==> config.mk <==
export PLATFORM = sky130hd
export DESIGN_NAME = pwm_duty_decoder
export DESIGN_NICKNAME = d
export VERILOG_FILES = /design/src/rtl/pwm_duty_decoder.sv
export SDC_FILE = /design/constraint.sdc
export NUM_CORES = 1
export LEC_CHECK = 0
export CAP_MARGIN = 10
export CORE_ASPECT_RATIO = 1.4
export CORE_MARGIN = 8
export CORE_UTILIZATION = 56
export CTS_CLUSTER_SIZE = 30
export DETAILED_ROUTE_END_ITERATION = 10
export PLACE_DENSITY = 0.76
export SLEW_MARGIN = 10
export SYNTH_ARGS = -nofsm -noshare
export SYNTH_HDL_FRONTEND = slang
export SYNTH_SLANG_ARGS = --single-unit
==> constraint.sdc <==
create_clock -name clk -period 2.6 [get_ports clk]
set_input_delay 0.26 -clock clk [delete_from_list [all_inputs] [get_ports clk]]
set_output_delay 0.26 -clock clk [all_outputs]
set_load 0.01 [all_outputs]
==> src/rtl/pwm_duty_decoder.sv <==
// Recovers the 3-bit duty code from a PWM line by measuring high time and period.
// One registered strobe per completed period, zero-duty timeout or stuck-high timeout.
module pwm_duty_decoder #(
  parameter int CBITS = 17,
  parameter int SHIFT = CBITS - 4
) (
  input  logic       clk,
  input  logic       rst,
  input  logic       pulse,
  output logic [2:0] code,
  output logic       valid,
  output logic       locked,
  output logic       period_err
);

  localparam logic [CBITS:0] ZERO  = '0;
  localparam logic [CBITS:0] ONE   = {{CBITS{1'b0}}, 1'b1};
  localparam logic [CBITS:0] FULL  = {1'b1, {CBITS{1'b0}}};
  localparam logic [CBITS:0] ROUND = FULL >> (CBITS - SHIFT + 1);
  localparam logic [CBITS:0] SEVEN = {{(CBITS-2){1'b0}}, 3'd7};

  typedef enum logic [1:0] {SYNC, HIGH, LOW} state_t;

  state_t         state, state_n;
  logic           pulse_q;
  logic [CBITS:0] high_cnt, per_cnt, low_run;
  logic [CBITS:0] high_n, per_n, low_n;
  logic [CBITS:0] rounded, quot;
  logic [2:0]     code_m, code_n;
  logic           err_n, done;
  logic           rise, fall, low_to, high_to;

  function automatic logic [CBITS:0] inc(input logic [CBITS:0] x);
    return (x == FULL) ? FULL : x + ONE;
  endfunction

  assign rise    = pulse & ~pulse_q;
  assign fall    = ~pulse & pulse_q;
  assign low_to  = (state != HIGH) && (low_run == FULL);
  assign high_to = (state == HIGH) && (high_cnt == FULL);

  // round to nearest code step, saturate at 7
  assign rounded = high_cnt + ROUND;
  assign quot    = rounded >> SHIFT;
  assign code_m  = (quot > SEVEN) ? 3'd7 : quot[2:0];

  always_comb begin
    state_n = state;
    high_n  = high_cnt;
    per_n   = per_cnt;
    low_n   = low_run;
    done    = 1'b0;
    code_n  = code;
    err_n   = period_err;
    case (state)
      SYNC: begin
        if (rise) begin
          state_n = HIGH;
          high_n  = ONE;
          per_n   = ONE;
          low_n   = ZERO;
        end else begin
          low_n = pulse ? ZERO : inc(low_run);
          if (low_to) begin
            done   = 1'b1;
            code_n = 3'd0;
            err_n  = 1'b0;
            low_n  = ONE;
          end
        end
      end
      HIGH: begin
        if (fall) begin
          state_n = LOW;
          per_n   = inc(per_cnt);
          low_n   = ONE;
        end else begin
          high_n = inc(high_cnt);
          per_n  = inc(per_cnt);
        end
        if (high_to) begin
          done   = 1'b1;
          code_n = 3'd7;
          err_n  = 1'b1;
          high_n = ONE;
          per_n  = ONE;
        end
      end
      LOW: begin
        if (rise) begin
          // edge wins over a coincident timeout
          done    = 1'b1;
          code_n  = code_m;
          err_n   = (per_cnt != FULL);
          state_n = HIGH;
          high_n  = ONE;
          per_n   = ONE;
          low_n   = ZERO;
        end else begin
          per_n = inc(per_cnt);
          low_n = inc(low_run);
          if (low_to) begin
            done   = 1'b1;
            code_n = 3'd0;
            err_n  = 1'b0;
            low_n  = ONE;
          end
        end
      end
      default: state_n = SYNC;
    endcase
  end

  always_ff @(posedge clk) begin
    if (rst) begin
      state      <= SYNC;
      pulse_q    <= 1'b1;
      high_cnt   <= ZERO;
      per_cnt    <= ZERO;
      low_run    <= ZERO;
      code       <= 3'd0;
      valid      <= 1'b0;
      locked     <= 1'b0;
      period_err <= 1'b0;
    end else begin
      state    <= state_n;
      pulse_q  <= pulse;
      high_cnt <= high_n;
      per_cnt  <= per_n;
      low_run  <= low_n;
      valid    <= done;
      if (done) begin
        code       <= code_n;
        period_err <= err_n;
        locked     <= ~err_n;
      end
    end
  end

endmodule

==> results.py, run 1 <==
metrics = {
    "status": {
        "status": "complete, no violations",
    },
    "clock_network": {
        "cts_resized": 0,
        "cts_hold_buf": 0,
        "cts_sinks": 63,
        "cts_max_path_buffers": 2,
        "cts_tree": "done",
        "clockRootBuffer": "clkbuf_8",
        "cts_buffers": 9,
        "path_clk_slew_ns": 0.07,
        "clock_latency_ns": 0.34,
        "cts_setup_buffers": 0,
        "cts_htree_levels": 3,
    },
    "worst_setup_path": {
        "worst-path-max-fanout": 7,
        "crit_buf_inv": 2,
        "arrival_ns": 2.67,
        "cp-end-kind": "flop",
        "rr_startpoint": "high_cnt[0]",
        "cp-start-kind": "flop",
        "crit_required_ns": 2.87,
        "setup.worst_path.class": "flop to flop",
        "slowest_delay_ns": 0.51,
        "crit_family": "simple AND/OR/NAND/NOR gates",
        "reg2regPathDepth": 8,
        "cp_slowest_cell": "or4b_1",
        "reg2reg_slack_ns": 0.20,
        "path_cells": "inv_1 > ha_1 > or4b_1 > nor4_4 > buf_4 > o211ai_1 > or4_1 > a21oi_1",
        "timing.rr.end": "high_cnt[14]",
    },
    "synth": {
        "synth_nets": 450,
        "postSynth.asyncResetShare_pct": 0,
        "synth_common_cells": "dfxtp_1, nor2_1, nor3_1",
        "synthDistinctLibCells": 58,
        "yosysTopAreaCellShare_pct": 35.3,
        "postSynthAreaPerCell_sq_um": 8.24,
        "ys_warn_count": 0,
        "netlist_area_sq_um": 3580,
        "synth_top_flop_cell": "dfxtp_1",
        "yosysMostFrequentCell": "dfxtp_1",
        "syn-instance-count": 434,
        "yosysSeqAreaShare_pct": 35.3,
        "synth-seq-cells": 63,
        "synth-edff-count": 0,
        "yosys-top-cells-area": "dfxtp_1, xor2_1, nor2_1",
        "synth_area_leader_cell": "dfxtp_1",
    },
    "global_routing": {
        "first_global_vias": 3201,
        "grt_usage_pct": 17.8,
        "antenna_found_initial": 0,
        "grt_max_degree": 25,
        "overflow": 0,
        "grt_pass1_wl_mm": 14.1,
    },
    "final_layout": {
        "area_growth_pct": 12.2,
        "fin_nets": 473,
        "design_area_sq_um": 4010,
        "stdcell_count": 533,
        "drive_gt1_share_pct": 11.1,
        "n_antenna_cell": 0,
    },
    "min_path": {
        "holdPathStages": 2,
        "min_path_type": "flop to flop",
        "min_to": "code[2]",
        "min-delay-start": "code[2]",
    },
    "placement": {
        "gp_congestion": 0.888,
        "post-dp-hpwl_mm": 5.95,
        "placed_cells": 518,
        "io_buffers": 8,
        "place_area_sq_um": 3850,
    },
    "timing": {
        "tightest_slew_ns": 0.571,
        "final.setup_skew_ns": 0.00835,
        "fin_setup_tns_ns": 0,
        "slew_headroom_pct": 61.9,
        "setup_violations": 0,
        "hold_viol": 0,
        "fmax_mhz": 417,
        "period_share_pct": 92.2,
        "rsz0062_at_grt": "no",
        "min_period_ns": 2.40,
        "drv_slew": 0,
    },
    "power_and_ir_drop": {
        "peakVddDrop_uv": 429,
        "leakage_nw": 1.38,
        "seqPwrFrac_pct": 53.1,
        "combPwrFrac_pct": 7.7,
        "power_density_nw_per_um2": 460,
        "clockPowerShare_pct": 39.2,
        "p_total_w": 0.00185,
        "p_switching_w": 0.000460,
        "sw_frac_of_total_pct": 24.9,
        "power.internal_w": 0.00139,
    },
    "drt": {
        "drt-pass1-iter-count": 5,
        "routed_wl_mm": 8.05,
        "vias": 3242,
        "ant_nets": 0,
        "viasPerCell": 6.08,
        "drc": 0,
        "wl_per_cell_um": 15.1,
        "drt_iter0_drc": 180,
    },
    "floorplan": {
        "core-area_sq_um": 6210,
        "ios": 9,
        "initial_utilization_pct": 57.6,
        "die_w_um": 83.5,
        "die_h_um": 111,
        "die_area_sq_um": 9230,
        "rows": 34,
    },
    "job": {
        "maxCapViolations": 0,
    },
}
==> area by class of cell <==
| type | count | area [sq um] |
|---|---|---|
| Clock buffer | 11 | 141 |
| Clock inverter | 4 | 22.5 |
| Fill cell | 540 | 2200 |
| Inverter | 24 | 90.1 |
| Multi-Input combinational cell | 328 | 2150 |
| Sequential cell | 63 | 1260 |
| Tap cell | 72 | 90.1 |
| Timing Repair Buffer | 31 | 253 |
==> worst max-delay path by stage <==
stage                      startpoint      endpoint  slack [ns]  cells past startpoint
final                     high_cnt[0]  high_cnt[14]        0.20                      8
after global routing      high_cnt[0]   high_cnt[8]        0.03                      8
after CTS                 high_cnt[0]   high_cnt[8]        0.20                      8
after detailed placement  high_cnt[0]   high_cnt[8]        0.23                      8
after global placement    high_cnt[2]   high_cnt[8]        0.30                      6
after floorplan              state[0]   high_cnt[8]        0.05                      9
==> power by group through the flow <==
stage / clock, W / sequential (W) / combinational [W]
after global placement: 0 / 0.00100 / 0.000137
after CTS: 0.000745 / 0.000981 / 0.000141
after floorplan: 0 / 0.00100 / 0.0000968
after global routing: 0.000779 / 0.000983 / 0.000156
after detailed placement: 0 / 0.00100 / 0.000140
final: 0.000724 / 0.000982 / 0.000142
==> worst reg2reg max path: stages (launching register included) <==
cell	delay, ns
dfxtp_1	0.36
inv_1	0.10
ha_1	0.13
or4b_1	0.51
nor4_4	0.18
buf_4	0.19
o211ai_1	0.22
or4_1	0.49
a21oi_1	0.15
==> sequential cells by signal, summed over array words and instances, names as in the netlist, named ones only <==
register  flops
per_cnt      18
code          3
high_cnt     18
state         2
low_run      18
pulse_q       1
locked        1
valid         1
==> logic make-up (layout without fill, tap and decap cells) <==
family | Yosys count | in the layout | share of synthesized area [%]
AND/OR/NAND/NOR | 196 | 196 | 29.6
AO/OA/AOI/OAI | 77 | 77 | 15.5
flip-flops | 63 | 63 | 35.3
buffers and inverters | 43 | 70 | 4.58
XOR/XNOR | 39 | 39 | 9.55
adder cells (fa/ha/maj) | 13 | 13 | 4.55
multiplexers | 3 | 3 | 0.875
==> layer usage <==
metal  wire (um)  global-route usage (%)  vias up  part of all wire [%]
li1            -                       -     1624                     -
met1        3480                    19.4     1533                    43
met2        4110                    31.3       65                    51
met3         272                    4.71       20                   3.4
met4         190                    7.63        0                   2.4
met5           0                       0        -                     0
==> placed cells by master (no fill, tap or decap), types with 3 or more instances in the layout <==
master	n
dfxtp_1	63
nor2_1	49
nor3_1	27
inv_1	24
nand2_1	24
xor2_1	23
buf_4	23
a21oi_1	21
nand3_1	21
xnor2_1	16
ha_1	13
nand4_1	12
and3_1	12
o21ai_0	11
clkbuf_8	10
and4_1	8
clkdlybuf4s50_1	8
a211oi_1	6
nor4_1	6
or3_1	6
nand2b_1	4
nor2b_1	4
o2111ai_1	4
or4_1	4
o211ai_1	4
a31oi_1	4
nor4b_1	3
a221oi_1	3
o32ai_1	3
or2_2	3
o31ai_1	3
clkinv_2	3
==> per-stage QoR <==
stage | setup WS, ns | utilization, % | hold WS [ns]
floorplan | 0.0502 | - | 0.367
global placement | 0.296 | 62.0 | 0.470
detailed placement | 0.230 | 62.0 | 0.478
CTS | 0.203 | 64.6 | 0.488
global route | 0.0314 | 64.6 | 0.510
finish | 0.202 | 64.6 | 0.483
No activity file was read; power rests on OpenSTA's default activity.
==> run 2: changes to the inputs <==
--- a/config.mk
+++ b/config.mk
@@ -5,7 +5,6 @@
 export SDC_FILE = /design/constraint.sdc
 export NUM_CORES = 1
 export LEC_CHECK = 0
-export CAP_MARGIN = 10
 export CORE_ASPECT_RATIO = 1.4
 export CORE_MARGIN = 8
 export CORE_UTILIZATION = 56
==> results of run 2 <==
Same layout as run 1: the final DEF is identical, and so are final timing and power.
